`config.mk`:
```
export PLATFORM = sky130hd
export DESIGN_NAME = fetch_ctrl
export DESIGN_NICKNAME = d
export VERILOG_FILES = /design/src/rtl/fetch_ctrl_pkg.sv /design/src/rtl/fetch_ctrl_branch_lut.sv /design/src/rtl/fetch_ctrl.sv
export SDC_FILE = /design/constraint.sdc
export NUM_CORES = 1
export LEC_CHECK = 0
export CORE_MARGIN = 5
export CORE_UTILIZATION = 30
export DETAILED_ROUTE_END_ITERATION = 6
export PLACE_DENSITY = 0.61
export SYNTH_ARGS = -nofsm -noshare
export SYNTH_HDL_FRONTEND = slang
export SYNTH_SLANG_ARGS = --single-unit
```
`constraint.sdc`:
```
create_clock -name Clk -period 3 [get_ports Clk]
set_clock_uncertainty 0.05 [all_clocks]
set_input_delay 0.45 -clock Clk [delete_from_list [all_inputs] [get_ports Clk]]
set_output_delay 0.45 -clock Clk [all_outputs]
set_load 0.01 [all_outputs]
```
`src/rtl/fetch_ctrl_pkg.sv`:
```
// Shared opcode set, fetch FSM states and instruction field widths for the
// fetch/decode/execute slice.
package fetch_ctrl_pkg;

    localparam int INSTR_W = 9;
    localparam int OPND_W  = 5;

    localparam logic [1:0] JMP_PREFIX = 2'b11;

    typedef enum logic [3:0] {
        ADD = 4'b0000,
        SUB = 4'b0001,
        MOV = 4'b0010,
        AND = 4'b0011,
        OR  = 4'b0100,
        XOR = 4'b0101,
        SHL = 4'b0110,
        BEQ = 4'b0111,
        BNE = 4'b1000,
        BGE = 4'b1001,
        LW  = 4'b1010,
        SW  = 4'b1011,
        JMP = 4'b1100
    } op_mne;

    typedef enum logic [1:0] {
        IDLE,
        RUN,
        MEMWAIT,
        DONE
    } fetch_state_e;

    // Any instruction carrying the 2-bit jump prefix is a JMP, so 4'b1100-4'b1111 all alias to it.
    function automatic op_mne decode_op(input logic [INSTR_W-1:0] instr);
        if (instr[INSTR_W-1:INSTR_W-2] == JMP_PREFIX)
            return JMP;
        return op_mne'(instr[INSTR_W-1:OPND_W]);
    endfunction

endpackage

```
`src/rtl/fetch_ctrl_branch_lut.sv`:
```
// Combinational branch/jump target table indexed by the 5-bit operand.
// Entries at or beyond LUT_DEPTH read as zero.
module branch_lut
    import fetch_ctrl_pkg::*;
#(
    parameter int PC_W      = 10,
    parameter int LUT_DEPTH = 32
) (
    input  logic [OPND_W-1:0] idx,
    output logic [PC_W-1:0]   target
);

    always_comb begin
        target = '0;
        if (int'(idx) < LUT_DEPTH) begin
            case (idx)
                5'd0:    target = PC_W'(12);
                5'd1:    target = PC_W'(7);
                5'd2:    target = PC_W'(16);
                5'd3:    target = PC_W'(40);
                5'd4:    target = PC_W'(5);
                5'd5:    target = PC_W'(100);
                5'd6:    target = PC_W'(1023);
                5'd7:    target = PC_W'(9);
                5'd8:    target = PC_W'(0);
                5'd9:    target = PC_W'(20);
                default: target = PC_W'({idx, 2'b00}) + PC_W'(200);
            endcase
        end
    end

endmodule

```
`src/rtl/fetch_ctrl.sv`:
```
// PC / fetch control: IDLE/RUN/MEMWAIT/DONE FSM, combinational decode, next-PC mux.
// FETCH_PERF_EN adds saturating cycle and committed-instruction counters.
module fetch_ctrl
    import fetch_ctrl_pkg::*;
#(
    parameter int PC_W      = 10,
    parameter int LUT_DEPTH = 32,
    parameter int START_PC  = 0
) (
    input  logic               Clk,
    input  logic               Reset,
    input  logic               start_i,
    input  logic [INSTR_W-1:0] instr_i,
    input  logic               cmp_eq_i,
    input  logic               cmp_ge_i,
    input  logic               mem_done_i,
    output logic [PC_W-1:0]    pc_o,
    output logic [3:0]         opcode_o,
    output logic [OPND_W-1:0]  operand_o,
    output logic               ir_valid_o,
    output logic               done_o
`ifdef FETCH_PERF_EN
    ,
    output logic [15:0]        cyc_cnt_o,
    output logic [15:0]        instr_cnt_o
`endif
);

    fetch_state_e    state, state_nxt;
    logic [PC_W-1:0] pc, pc_nxt, pc_inc, target;
    op_mne           op;

    assign op        = decode_op(instr_i);
    assign opcode_o  = op;
    assign operand_o = instr_i[OPND_W-1:0];
    assign pc_o      = pc;
    assign pc_inc    = pc + PC_W'(1);

    branch_lut #(
        .PC_W      (PC_W),
        .LUT_DEPTH (LUT_DEPTH)
    ) u_lut (
        .idx    (instr_i[OPND_W-1:0]),
        .target (target)
    );

    always_comb begin
        state_nxt  = state;
        pc_nxt     = pc;
        ir_valid_o = 1'b0;
        case (state)
            IDLE, DONE: begin
                if (start_i) begin
                    state_nxt = RUN;
                    pc_nxt    = PC_W'(START_PC);
                end
            end
            RUN: begin
                ir_valid_o = 1'b1;
                pc_nxt     = pc_inc;
                case (op)
                    BEQ: if (cmp_eq_i)  pc_nxt = target;
                    BNE: if (!cmp_eq_i) pc_nxt = target;
                    BGE: if (cmp_ge_i)  pc_nxt = target;
                    JMP: begin
                        // A jump onto itself is the program's halt idiom.
                        if (target == pc) begin
                            state_nxt = DONE;
                            pc_nxt    = pc;
                        end else begin
                            pc_nxt = target;
                        end
                    end
                    LW, SW: begin
                        if (!mem_done_i) begin
                            state_nxt = MEMWAIT;
                            pc_nxt    = pc;
                        end
                    end
                    default: ;
                endcase
            end
            MEMWAIT: begin
                if (mem_done_i) begin
                    state_nxt = RUN;
                    pc_nxt    = pc_inc;
                end
            end
            default: ;
        endcase
    end

    always_ff @(posedge Clk or posedge Reset) begin
        if (Reset) begin
            state  <= IDLE;
            pc     <= PC_W'(START_PC);
            done_o <= 1'b0;
        end else begin
            state  <= state_nxt;
            pc     <= pc_nxt;
            done_o <= (state_nxt == DONE);
        end
    end

`ifdef FETCH_PERF_EN
    logic [15:0] cyc_cnt, instr_cnt;

    always_ff @(posedge Clk or posedge Reset) begin
        if (Reset) begin
            cyc_cnt   <= '0;
            instr_cnt <= '0;
        end else if ((state == IDLE || state == DONE) && start_i) begin
            cyc_cnt   <= '0;
            instr_cnt <= '0;
        end else if (state == RUN || state == MEMWAIT) begin
            if (cyc_cnt != 16'hFFFF)
                cyc_cnt <= cyc_cnt + 16'd1;
            if (ir_valid_o && instr_cnt != 16'hFFFF)
                instr_cnt <= instr_cnt + 16'd1;
        end
    end

    assign cyc_cnt_o   = cyc_cnt;
    assign instr_cnt_o = instr_cnt;
`endif

endmodule
```
==> flow_metrics.py <==
metrics = {
    "synth": {
        "synth.avg_cell_area_um2": 7.536,
        "synth_nets": 280,
        "synth_seq_cells": 13,
        "synth_flop_cell": "dfrtp_1",
        "synth_enable_flop_cells": 0,
        "netlist_area_um2": 1967,
        "sequential_to_total_area_share_from_yosys_stat": 0.1654,
        "syn-instance-count": 261,
        "yosysWarningCount": 0,
        "synth.distinct_cells": 62,
        "synthArstFlopShare": 1.000,
    },
    "global_route": {
        "grt.met3_usage": 0.02397,
        "first_global_vias": 2118,
        "initial_antenna_violation_count": 0,
        "global_route_wire_length_before_repair_mm": 10.30,
        "globalRouteTotalUtil": 0.1449,
        "grt_busiest_layer": "met2",
        "grt-ovfl-total": 0,
        "grtUsageMet2": 0.2422,
        "grt_max_degree": 20,
        "global_route.usage.met1": 0.1951,
    },
    "critical_path": {
        "worstPathCellList": "clkdlybuf4s50_1 -> and3b_1 -> or4_1 -> and3_4 -> xnor2_4 -> nand4_4 -> buf_4 -> o31ai_1 -> and2_1",
        "worst-endpoint-required_ns": 3.13,
        "crit_type": "input pin to register",
        "largest_delay_share_family_worst_path": "simple AND/OR/NAND/NOR gates",
        "sort_of_element_at_the_end_of_the_critical_path": "register",
        "max_stage_delay_ns": 0.65,
        "worstPathBufferInverterCount": 2,
        "critPathLaunchType": "input pin",
        "cp.arrival_ns": 2.95,
        "crit_slowest_cell": "clkdlybuf4s50_1",
        "path_max_fanout": 9,
    },
    "cts": {
        "clock_latency_ns": 0.24,
        "cts_max_level": 1,
        "tritoncts_sinks": 13,
        "clock_tree_buffer_depth": 2,
        "clock_edge_transition_at_the_registers_on_the_reported_setup_and_hold_paths_ns": 0.05,
        "cts_tree": "yes",
        "cts_buffers": 3,
        "cts.hold.buffers_added": 0,
        "cts_root_buffer": "clkbuf_8",
    },
    "timing": {
        "report.final.hold_viol_count": 0,
        "period_needed_ns": 2.817,
        "finalCritPeriodShare": 0.9392,
        "final_slew_viol_count": 0,
        "tightestPinTransition_ns": 0.5106,
        "setup_repair_after_global_routing_missed_its_margin": "false",
        "report.final.setup_viol": 0,
        "setup_tns_final_ns": 0,
        "slew_headroom": 0.6592,
        "timing.fmax_mhz": 354.9,
    },
    "layout": {
        "fillerInstances": 632,
        "finish.net_count": 325,
        "multi_input_combinational_cell_area_um2": 1431,
        "layout_commonest_cell": "clkdlybuf4s50_1",
        "antenna_cells": 0,
        "drive_above_1_share": 0.1705,
        "flip_flop_and_latch_area_um2": 325.3,
        "layout-area-overhead-vs-synth_pct": 31.23,
        "layout.cells.most_common_list": "clkdlybuf4s50_1 (35), buf_4 (33), nand2_1 (27)",
    },
    "die": {
        "initial_core_utilization": 0.3098,
        "die_height_um": 90.97,
        "fp.dieArea_um2": 8276,
        "design.portCount": 36,
        "fp-row-count": 29,
        "core_area_um2": 6350,
        "chipWidth_um": 90.97,
    },
    "placement": {
        "buffer_ports.inserted": 35,
        "dp_hpwl_mm": 4.672,
        "gp_congestion": 0.8740,
    },
    "hold_path": {
        "timing.hold.worst.class": "input pin to asynchronous set/reset pin",
    },
    "power": {
        "comb_power_share": 0.619,
        "total_power_mw": 1.241,
        "power.density_cell_area_nw_per_um2": 480.7,
        "leakage_nw": 1.010,
        "worst_ir_drop_vdd_mv": 0.3613,
        "internal_power_uw": 650.2,
        "power.share.clock": 0.126,
        "power_switching_uw": 590.7,
        "power.switching_fraction": 0.4760,
        "seq_power_share": 0.256,
    },
    "job": {
        "drv.max_cap_violation_count": 0,
    },
    "routing": {
        "drt_iter0_markers": 126,
        "drt_pre_antenna_iters": 4,
        "drc": 0,
        "detailroute.via_count": 2151,
        "avgRoutedWirePerCell_um": 15.83,
        "drt.antenna.violating_nets": 0,
        "totalWireLength_mm": 6.047,
        "drt-vias-per-instance": 5.631,
    },
    "run_status": {
        "result_of_the_run": "completed",
    },
}
==> routing by layer <==
metal	vias up	share of wire
met1	1023	0.46
met2	66	0.48
met4	0	0.014
li1	1052	-
met5	-	0
met3	10	0.052
==> what timing repair did <==
action	in CTS	in global routing
endpoints found under the setup margin	0	1
setup buffers	0	0
gates resized for setup	0	1
==> per-stage QoR <==
step           hold slack [ns]  instances    util  cell area [µm²]  setup slack, ns
2_1_floorplan           0.2770        261       -             1967           0.5782
3_3_place_gp            0.5563        378  0.3986             2531         -0.05668
3_5_place_dp            0.5785        378  0.3986             2531         -0.05282
4_1_cts                 0.5075        382  0.4057             2576           0.1878
5_1_grt                 0.5386        382  0.4065             2581          0.04412
6_report                0.4847        382  0.4065             2581           0.1825
==> final timing paths <==
| kind | to | from | depth (start not counted) | slack [ns] |
|---|---|---|---|---|
| setup reg to reg | done_o | state[0] | 9 | 0.66 |
| min in group Clk | state[0] | state[0] | 2 | 0.62 |
| max in group asynchronous | pc_o[0] | Reset | 2 | 2.07 |
| setup / recovery | done_o | instr_i[0] | 9 | 0.18 |
| hold reg to reg | state[0] | state[0] | 2 | 0.62 |
| hold / removal | pc_o[4] | Reset | 2 | 0.48 |
==> cells in the mapped netlist (4+ instances only) <==
| cell | instances | area, µm² |
|---|---|---|
| nand2_1 | 27 | 101.4 |
| clkbuf_1 | 16 | 60.06 |
| o21ai_0 | 16 | 80.08 |
| a21oi_1 | 14 | 70.07 |
| dfrtp_1 | 13 | 325.3 |
| nor2_1 | 13 | 48.80 |
| inv_1 | 12 | 45.04 |
| nand3_1 | 9 | 45.04 |
| o21ai_1 | 8 | 40.04 |
| and2_1 | 7 | 43.79 |
| o31a_1 | 7 | 61.31 |
| xnor2_1 | 7 | 61.31 |
| buf_4 | 6 | 45.04 |
| a32oi_1 | 5 | 43.79 |
| and3_1 | 5 | 31.28 |
| o31ai_1 | 5 | 37.54 |
| a31oi_1 | 4 | 25.02 |
| buf_6 | 4 | 45.04 |
| ha_1 | 4 | 50.05 |
| nor2b_1 | 4 | 25.02 |
| nor3_1 | 4 | 20.02 |
| o32ai_1 | 4 | 35.03 |
| xor2_1 | 4 | 35.03 |
==> power by group through the flow <==
stage / clock [mW] / combinational (mW) / sequential, mW
after floorplan: 0 / 0.506 / 0.273
after global placement: 0 / 0.749 / 0.317
after detailed placement: 0 / 0.757 / 0.319
after CTS: 0.162 / 0.761 / 0.317
after global routing: 0.172 / 0.836 / 0.327
final: 0.156 / 0.768 / 0.317
==> registers in the layout (all words and copies together), names as in the netlist <==
| register | flops |
|---|---|
| done_o | 1 |
| state | 2 |
| pc_o | 10 |
==> area by class of cell <==
class	count	area share
tap	77	0.03732
timing repair buffer	70	0.2472
inverter	12	0.01745
sequential	13	0.1260
clock buffer	4	0.01745
multi-input combinational	206	0.5545
==> cells by family (layout without fill, tap and decap cells) <==
group / after synthesis / in the layout / share of synthesized area
adder cells (fa/ha/maj): 4 / 4 / 0.02545
AO/OA/AOI/OAI: 93 / 93 / 0.3461
multiplexers: 2 / 2 / 0.01018
buffers and inverters: 42 / 86 / 0.1094
flip-flops: 13 / 13 / 0.1654
XOR/XNOR: 12 / 12 / 0.06298
AND/OR/NAND/NOR: 95 / 95 / 0.2805
Note: power is estimated with default switching activity, not from simulation.
